--- config.mk ---
export PLATFORM = sky130hd
export DESIGN_NAME = mem_req_master_flat
export DESIGN_NICKNAME = d
export VERILOG_FILES = /design/src/rtl/mem_req_master_if.sv /design/src/rtl/mem_req_master.sv /design/src/flat_wrapper.sv
export SDC_FILE = /design/constraint.sdc
export NUM_CORES = 1
export LEC_CHECK = 0
export CAP_MARGIN = 20
export CORE_ASPECT_RATIO = 0.7
export CORE_UTILIZATION = 43
export DETAILED_ROUTE_END_ITERATION = 10
export PLACE_DENSITY = 0.81
export SLEW_MARGIN = 40
export SYNTH_ARGS = -nofsm -noshare
export SYNTH_HDL_FRONTEND = slang
export SYNTH_SLANG_ARGS = --single-unit
--- constraint.sdc ---
create_clock -name clk -period 2.9 [get_ports clk]
set_input_delay 0.435 -clock clk [delete_from_list [all_inputs] [get_ports clk]]
set_output_delay 0.435 -clock clk [all_outputs]
set_load 0.01 [all_outputs]
--- src/rtl/mem_req_master_if.sv ---
// rtl/mem_req_master_if.sv - core request/response and synchronous RAM port bundle for mem_req_master
// master: the request master itself; slave: the core and RAM side around it.
interface mem_req_master_if #(
  parameter int ADDR_W = 32
);
  logic              req_valid;
  logic              req_ready;
  logic              req_we;
  logic [1:0]        req_size;
  logic              req_signed;
  logic [ADDR_W-1:0] req_addr;
  logic [31:0]       req_wdata;

  logic              resp_valid;
  logic              resp_ready;
  logic [31:0]       resp_rdata;
  logic              resp_err;

  logic              mem_cs;
  logic              mem_oe;
  logic              mem_we;
  logic              mem_sb;
  logic              mem_sh;
  logic              mem_lb;
  logic              mem_lh;
  logic [ADDR_W-1:0] mem_addr;
  logic [31:0]       mem_din;
  logic [31:0]       mem_dout;

  modport master (
    input  req_valid, req_we, req_size, req_signed, req_addr, req_wdata,
    output req_ready,
    output resp_valid, resp_rdata, resp_err,
    input  resp_ready,
    output mem_cs, mem_oe, mem_we, mem_sb, mem_sh, mem_lb, mem_lh, mem_addr, mem_din,
    input  mem_dout
  );

  modport slave (
    output req_valid, req_we, req_size, req_signed, req_addr, req_wdata,
    input  req_ready,
    input  resp_valid, resp_rdata, resp_err,
    output resp_ready,
    input  mem_cs, mem_oe, mem_we, mem_sb, mem_sh, mem_lb, mem_lh, mem_addr, mem_din,
    output mem_dout
  );
endinterface

--- src/rtl/mem_req_master.sv ---
// rtl/mem_req_master.sv - single-outstanding load/store initiator for a synchronous RAM port
// Optional MEM_REQ_PERF_CNT_EN adds perf_loads/perf_stores/perf_errs handshake counters.
module mem_req_master #(
  parameter int ADDR_W   = 32,
  parameter int READ_LAT = 1
) (
  input  logic             clk,
  input  logic             rst_n,
  mem_req_master_if.master bus,
  output logic             busy
`ifdef MEM_REQ_PERF_CNT_EN
  ,
  output logic [31:0]      perf_loads,
  output logic [31:0]      perf_stores,
  output logic [31:0]      perf_errs
`endif
);

  typedef enum logic [1:0] {
    IDLE  = 2'd0,
    ISSUE = 2'd1,
    WAIT  = 2'd2,
    RESP  = 2'd3
  } state_t;

  state_t     state;
  logic [3:0] lat_cnt;
  logic       lat_we;
  logic [1:0] lat_size;
  logic       lat_sgn;
  logic       req_bad;

  assign busy = (state != IDLE);

  assign req_bad = (bus.req_size == 2'b11) ||
                   ((bus.req_size == 2'b01) && bus.req_addr[0]) ||
                   ((bus.req_size == 2'b10) && (bus.req_addr[1:0] != 2'b00));

  // The RAM already zero-extends lb/lh data; the mask keeps stray upper bits out anyway.
  function automatic logic [31:0] extend(input logic [1:0] size, input logic sgn,
                                         input logic [31:0] d);
    logic [31:0] r;
    case (size)
      2'b00:   r = {{24{sgn & d[7]}}, d[7:0]};
      2'b01:   r = {{16{sgn & d[15]}}, d[15:0]};
      default: r = d;
    endcase
    return r;
  endfunction

  always_ff @(posedge clk or negedge rst_n) begin
    if (!rst_n) begin
      state          <= IDLE;
      lat_cnt        <= 4'd0;
      lat_we         <= 1'b0;
      lat_size       <= 2'b00;
      lat_sgn        <= 1'b0;
      bus.req_ready  <= 1'b1;
      bus.resp_valid <= 1'b0;
      bus.resp_rdata <= 32'd0;
      bus.resp_err   <= 1'b0;
      bus.mem_cs     <= 1'b0;
      bus.mem_oe     <= 1'b0;
      bus.mem_we     <= 1'b0;
      bus.mem_sb     <= 1'b0;
      bus.mem_sh     <= 1'b0;
      bus.mem_lb     <= 1'b0;
      bus.mem_lh     <= 1'b0;
      bus.mem_addr   <= '0;
      bus.mem_din    <= 32'd0;
    end else begin
      // Strobes are single-cycle pulses; only the IDLE->ISSUE transition raises them.
      bus.mem_cs <= 1'b0;
      bus.mem_oe <= 1'b0;
      bus.mem_we <= 1'b0;
      bus.mem_sb <= 1'b0;
      bus.mem_sh <= 1'b0;
      bus.mem_lb <= 1'b0;
      bus.mem_lh <= 1'b0;

      case (state)
        IDLE: begin
          if (bus.req_valid) begin
            bus.req_ready <= 1'b0;
            lat_we        <= bus.req_we;
            lat_size      <= bus.req_size;
            lat_sgn       <= bus.req_signed;
            if (req_bad) begin
              state          <= RESP;
              bus.resp_valid <= 1'b1;
              bus.resp_err   <= 1'b1;
              bus.resp_rdata <= 32'd0;
            end else begin
              state        <= ISSUE;
              bus.mem_cs   <= 1'b1;
              bus.mem_addr <= bus.req_addr;
              bus.mem_din  <= bus.req_wdata;
              if (bus.req_we) begin
                bus.mem_we <= 1'b1;
                bus.mem_sb <= (bus.req_size == 2'b00);
                bus.mem_sh <= (bus.req_size == 2'b01);
              end else begin
                bus.mem_oe <= 1'b1;
                bus.mem_lb <= (bus.req_size == 2'b00);
                bus.mem_lh <= (bus.req_size == 2'b01);
              end
            end
          end
        end

        ISSUE: begin
          if (lat_we) begin
            state          <= RESP;
            bus.resp_valid <= 1'b1;
            bus.resp_err   <= 1'b0;
            bus.resp_rdata <= 32'd0;
          end else begin
            state   <= WAIT;
            lat_cnt <= 4'(READ_LAT - 1);
          end
        end

        WAIT: begin
          if (lat_cnt == 4'd0) begin
            state          <= RESP;
            bus.resp_valid <= 1'b1;
            bus.resp_err   <= 1'b0;
            bus.resp_rdata <= extend(lat_size, lat_sgn, bus.mem_dout);
          end else begin
            lat_cnt <= lat_cnt - 4'd1;
          end
        end

        RESP: begin
          if (bus.resp_ready) begin
            state          <= IDLE;
            bus.resp_valid <= 1'b0;
            bus.req_ready  <= 1'b1;
          end
        end

        default: state <= IDLE;
      endcase
    end
  end

`ifdef MEM_REQ_PERF_CNT_EN
  always_ff @(posedge clk or negedge rst_n) begin
    if (!rst_n) begin
      perf_loads  <= 32'd0;
      perf_stores <= 32'd0;
      perf_errs   <= 32'd0;
    end else if ((state == RESP) && bus.resp_ready) begin
      if (bus.resp_err)
        perf_errs <= perf_errs + 32'd1;
      else if (lat_we)
        perf_stores <= perf_stores + 32'd1;
      else
        perf_loads <= perf_loads + 32'd1;
    end
  end
`endif

endmodule

--- src/flat_wrapper.sv ---
// flat-port wrapper written by rule: the top's interface ports become plain ports
module mem_req_master_flat 
#(
  parameter int ADDR_W   = 32,
  parameter int READ_LAT = 1
)
  (clk, rst_n, busy, bus_req_valid, bus_req_we, bus_req_size, bus_req_signed, bus_req_addr, bus_req_wdata, bus_req_ready, bus_resp_valid, bus_resp_rdata, bus_resp_err, bus_resp_ready, bus_mem_cs, bus_mem_oe, bus_mem_we, bus_mem_sb, bus_mem_sh, bus_mem_lb, bus_mem_lh, bus_mem_addr, bus_mem_din, bus_mem_dout);
  mem_req_master_if #(.ADDR_W(ADDR_W)) bus_i ();
  input  logic clk;
  input  logic rst_n;
  output logic busy;
  input wire logic [$bits(bus_i.req_valid)-1:0] bus_req_valid;
  input wire logic [$bits(bus_i.req_we)-1:0] bus_req_we;
  input wire logic [$bits(bus_i.req_size)-1:0] bus_req_size;
  input wire logic [$bits(bus_i.req_signed)-1:0] bus_req_signed;
  input wire logic [$bits(bus_i.req_addr)-1:0] bus_req_addr;
  input wire logic [$bits(bus_i.req_wdata)-1:0] bus_req_wdata;
  output wire logic [$bits(bus_i.req_ready)-1:0] bus_req_ready;
  output wire logic [$bits(bus_i.resp_valid)-1:0] bus_resp_valid;
  output wire logic [$bits(bus_i.resp_rdata)-1:0] bus_resp_rdata;
  output wire logic [$bits(bus_i.resp_err)-1:0] bus_resp_err;
  input wire logic [$bits(bus_i.resp_ready)-1:0] bus_resp_ready;
  output wire logic [$bits(bus_i.mem_cs)-1:0] bus_mem_cs;
  output wire logic [$bits(bus_i.mem_oe)-1:0] bus_mem_oe;
  output wire logic [$bits(bus_i.mem_we)-1:0] bus_mem_we;
  output wire logic [$bits(bus_i.mem_sb)-1:0] bus_mem_sb;
  output wire logic [$bits(bus_i.mem_sh)-1:0] bus_mem_sh;
  output wire logic [$bits(bus_i.mem_lb)-1:0] bus_mem_lb;
  output wire logic [$bits(bus_i.mem_lh)-1:0] bus_mem_lh;
  output wire logic [$bits(bus_i.mem_addr)-1:0] bus_mem_addr;
  output wire logic [$bits(bus_i.mem_din)-1:0] bus_mem_din;
  input wire logic [$bits(bus_i.mem_dout)-1:0] bus_mem_dout;
  assign bus_i.req_valid = bus_req_valid;
  assign bus_i.req_we = bus_req_we;
  assign bus_i.req_size = bus_req_size;
  assign bus_i.req_signed = bus_req_signed;
  assign bus_i.req_addr = bus_req_addr;
  assign bus_i.req_wdata = bus_req_wdata;
  assign bus_req_ready = bus_i.req_ready;
  assign bus_resp_valid = bus_i.resp_valid;
  assign bus_resp_rdata = bus_i.resp_rdata;
  assign bus_resp_err = bus_i.resp_err;
  assign bus_i.resp_ready = bus_resp_ready;
  assign bus_mem_cs = bus_i.mem_cs;
  assign bus_mem_oe = bus_i.mem_oe;
  assign bus_mem_we = bus_i.mem_we;
  assign bus_mem_sb = bus_i.mem_sb;
  assign bus_mem_sh = bus_i.mem_sh;
  assign bus_mem_lb = bus_i.mem_lb;
  assign bus_mem_lh = bus_i.mem_lh;
  assign bus_mem_addr = bus_i.mem_addr;
  assign bus_mem_din = bus_i.mem_din;
  assign bus_i.mem_dout = bus_mem_dout;
  mem_req_master #(.ADDR_W(ADDR_W), .READ_LAT(READ_LAT)) u_core (.clk(clk), .rst_n(rst_n), .bus(bus_i), .busy(busy));
endmodule
Yosys cells after proc, flatten, opt, wreduce, memory -nomap -nowiden
Cells that the tools add are included.
{"block": "word_totals", "regBits": 116, "latch_bits": 0, "ramBits": 0, "rom_bits": 0, "inputBits": 104, "output_inout_bits": 107, "word_cells": 110, "mem_count": 0}
{"block": "op_classes", "addsub": 1, "multipliers": 0, "div_mod_pow": 0, "magnitude_cmp": 0, "eq_ne": 14, "shifts": 0, "mux": 54, "bitwise": 3, "n_reduce_logical": 20}
{"operator": "2-to-1 mux 32 bit", "count": 4}
{"operator": "one-hot mux 32 bit (3 select lines)", "count": 1}
{"operator": "one-hot mux 32 bit (2 select lines)", "count": 1}
{"operator": "2-to-1 mux 1 bit", "count": 37}
{"operator": "AND reduction 3 bit", "count": 4}
{"operator": "AND reduction 5 bit", "count": 2}
{"operator": "equality test 2 bit (second input constant)", "count": 4}
{"operator": "2-to-1 mux 2 bit", "count": 4}
{"operator": "2-to-1 mux 4 bit", "count": 2}
{"operator": "!= test 2 bit (second input constant)", "count": 4}
{"operator": "one-hot mux 2 bit (4 select lines)", "count": 1}
{"operator": "one-hot mux 4 bit (2 select lines)", "count": 1}
{"operator": "nonzero test 2 bit", "count": 4}
{"operator": "equality test 2 x 1 -> 1 bit (second input constant)", "count": 3}
{"operator": "logical NOT 2 bit", "count": 3}
{"operator": "!= test 2 x 1 -> 1 bit (second input constant)", "count": 3}
{"operator": "logical NOT 4 bit", "count": 1}
{"operator": "one-hot mux 1 bit (4 select lines)", "count": 1}
{"operator": "subtractor 4 x 1 -> 4 bit (second input constant)", "count": 1}
{"operator": "one-hot mux 1 bit (3 select lines)", "count": 1}
{"operator": "nonzero test 3 bit", "count": 1}
{"operator": "bitwise AND 1 bit", "count": 2}
{"operator": "logical AND 1 bit", "count": 2}
{"operator": "logical OR 1 bit", "count": 2}
{"operator": "other kinds (3)", "count": 3}

Logic depth before layout (Yosys ltp)
{"block": "depth", "depth_word": 7, "mapped_depth": 9, "ltp_nobuf": 6}

Least setup slack after synthesis
OpenSTA, ideal clock, no wires.
{"block": "synth_timing", "kind": "flip-flop to flip-flop", "start": "register u_core.state[0]", "end": "register u_core.bus.mem_din[10]", "arrival_ns": 1.902, "required_time_ns": 2.775, "path_slack_ns": 0.873, "stages_incl_launch_ff": 10, "path_buffers": 3, "period_less_slack_ns": 2.027, "cell_sequence": "dfrtp_1 inv_1 ha_1 buf_2 nand2_1 or2_1 buf_2 inv_4 buf_4 mux2_2"}
{"block": "synth_between", "elab_chain_len": 2}
{"item": "start, declared", "line": "mem_req_master.sv:26", "rtl": "state_t state;"}
{"item": "start signal, assigned", "line": "mem_req_master.sv:53", "rtl": "state <= IDLE;"}
{"item": "start signal, assigned", "line": "mem_req_master.sv:89", "rtl": "state <= RESP;"}
{"item": "start signal, assigned", "line": "mem_req_master.sv:94", "rtl": "state <= ISSUE;"}
{"item": "logical NOT 2 bit", "line": "mem_req_master.sv:81", "rtl": "case (state)"}
{"item": "AND reduction 3 bit (no line)"}
{"item": "end signal, assigned", "line": "mem_req_master.sv:97", "rtl": "bus.mem_din <= bus.req_wdata;"}
{"item": "end, declared", "line": "mem_req_master_if.sv:35", "rtl": "output mem_cs, mem_oe, mem_we, mem_sb, mem_sh, mem_lb, mem_lh, mem_addr, mem_din,"}
No other way between the ends.
A chain may end at the register's enable or synchronous reset.

Worst setup path in the final report
{"block": "layout_timing", "start": "register u_core.state[0]", "end": "output port busy"}
{"block": "layout_between", "elab_chain_len": 1}
{"item": "nonzero test 2 bit", "line": "mem_req_master.sv:33", "rtl": "assign busy = (state != IDLE);"}
{"item": "end, declared", "line": "flat_wrapper.sv:11", "rtl": "output logic busy;"}
No other way between the ends.

==> metrics.txt <==
total routed wirelength 12400 um; CTS Buf Count 17; clk root buf clkbuf_16; synth warn 0; Setup crit start kind register; min cycle time layout ~2.4 ns; fraction of layout cells with a size suffix above 1 between 20% and 30%; commonest non-fill, non-tap cell in the layout clkdlybuf4s50_1; Detailed Routing Iterations Pass 1 4; Syn Inst Count 375; clock sink total around 120; unrepaired setup endpoints after global routing false; cell area after layout slightly below 0.008 sq mm; io pins 211; run status finished clean; first-pass GRT wire length 20000 um; die height around 92 um; drc violations 0; GRT Total Usage approximately a fifth; Worst-path clk slew ~0.060 ns; capturing point of the worst reg2reg path u_core.bus.resp_rdata[21]; post-DP HPWL 8770 um; Post CTS Setup Buffer Count 0; crit path DAT about 1.9 ns; Syn-to-layout area delta 58.1%; Synth Net Count 486; Post-CTS Hold Fix Bufs 0; I/O Buffers 210; Max-cap violations 0; n_diodes 0; HP Class input pin to asynchronous set/reset pin; CTS resizes 0; R2R setup slack 0.58 ns; Cell Area, Placed approximately 0.0073 sq mm; Peak Freq approximately 420 MHz; CP Buf/Inv Count 3; Seq/Total Area, Yosys just under 60%; Pins Over Slew Limit 0; crit path max-delay cell type clkdlybuf4s50_1; most frequent cells in the layout clkdlybuf4s50_1, dfrtp_1, mux2_2; num rows 32; Post-synth EDFFs 0; Worst-Skew Late Latency slightly above 0.4 ns; crit path cell chain inv_1, ha_1, inv_1, clkdlybuf4s50_1; critical path endpoint category output port; Slew HR between 50% and 60%; worst slew pin tran 0.624 ns; Top FF cell, synth dfrtp_1; Iter 0 DRT Violations between 150 and 200; GRT overflow 0; Critical Path Fanout Max 8; delay-heaviest family, CP buffers and inverters; Synth async-reset ratio 100%; number of library cell types mapped by synthesis 42; CTS tree built; Final ANT Viol Nets 0; critical path class register to output port; most frequent CP cell inv_1; Syn Area/Cell 13.4 sq um; max incr delay on CP roughly 0.56 ns; GPL Wtd Cong between 0.8 and 0.9; routed length per instance around 16 um; Yosys reg bits about 120; via-per-instance ratio roughly 4.9; Longest Clk Path Bufs 2; Final Hold Viols 0; DIE AREA 0.0121 sq mm; Leakage Power between 0.003 and 0.004 uW; TNS Setup 0 ns; Tcrit/Tclk final around 80%; WP data required 2.47 ns; Starting Density 44.8%; pin count of the biggest net entering global routing 67; Power Density ~1100 mW/mm^2; skew final 0.0100 ns; core footprint 0.0112 sq mm; VDD IR-drop max 0.602 mV; # H-tree levels 4; vias in the first global route 3899; worst reg2reg startpoint u_core.lat_cnt[0]; Die Width ~130 um; nets@finish 705; Reg2Reg Depth 7; Final setup viols 0; mapped cell area about 0.005 sq mm; via count about 3700; antenna violations before repair 0
## registers in the layout, indices dropped and copies added (netlist names), 2 cells and up
signal and cells:
u_core.lat_cnt 4, u_core.lat_size 2, u_core.bus.mem_addr 32, u_core.bus.resp_rdata 32, u_core.bus.mem_din 32, u_core.state 2
## area by class of cell
class,instances,area [sq um]
clock buffers,18,439
clock inverters,14,203
fillers,774,3270
inverters,34,130
multi-input cells,207,1870
flip-flops and latches,116,2910
well taps,153,191
repair buffers,218,2200
## where the power goes
group	internal [uW]	leakage, uW	total, uW	switching, uW
clock	1470	0.000299	2240	768
sequential	2280	0.00146	2710	429
combinational	2180	0.00175	3610	1430
## synth_stat cells (all sizes together), types with 2 or more instances
cell	count	area (sq um)
clkbuf	6	22.5
nand3	3	15.0
a21oi	22	114
buf	12	93.8
mux2	90	1090
nor2	6	22.5
mux2i	12	120
nor3	2	15.0
ha	7	87.6
nand2	17	66.3
a21boi	9	67.6
o21ai	13	65.1
nor4	5	31.3
dfrtp	115	2880
nor2b	4	25.0
inv	34	130
nand4	2	12.5
## cell families after synthesis
| logic type | after synthesis | synth area share [%] |
|---|---|---|
| buf+inv | 52 | 4.91 |
| fa+ha+maj | 7 | 1.74 |
| mux | 102 | 24.1 |
| simple gates | 44 | 4.83 |
| flops | 116 | 57.8 |
| compound gates | 54 | 6.58 |
## worst max-delay path by stage
stage                               start                endpoint  slack (ns)  depth (start not counted)
after global routing      u_core.state[1]                    busy        0.41                          4
after CTS                 u_core.state[1]                    busy        0.50                          4
after floorplan           u_core.state[0]  u_core.bus.mem_din[10]        0.87                          9
after detailed placement  bus_req_addr[0]  u_core.bus.mem_din[10]        0.34                          7
final                     u_core.state[0]                    busy        0.52                          4
after global placement    bus_req_size[0]  u_core.bus.mem_addr[6]        0.38                          7
## per-layer routing
metal	wire length [um]	part of all wire (%)	global-route usage (%)
met5	0	0	0
met4	140	1.1	7.06
met3	787	6.4	7.22
met2	6030	49	34.9
met1	5400	44	26.6
## stage by stage
step | utilization [%] | hold WS [ns] | std cells | power (uW) | setup WS (ns)
floorplan | - | 0.139 | 375 | 4580 | 0.873
global placement | 65.1 | 0.469 | 728 | 6230 | 0.382
detailed placement | 65.1 | 0.479 | 728 | 6340 | 0.341
CTS | 70.8 | 0.153 | 760 | 8640 | 0.503
global route | 70.8 | 0.0452 | 760 | 9010 | 0.408
finish | 70.8 | 0.00633 | 760 | 8560 | 0.523
Power figures use the tool's default switching activity.
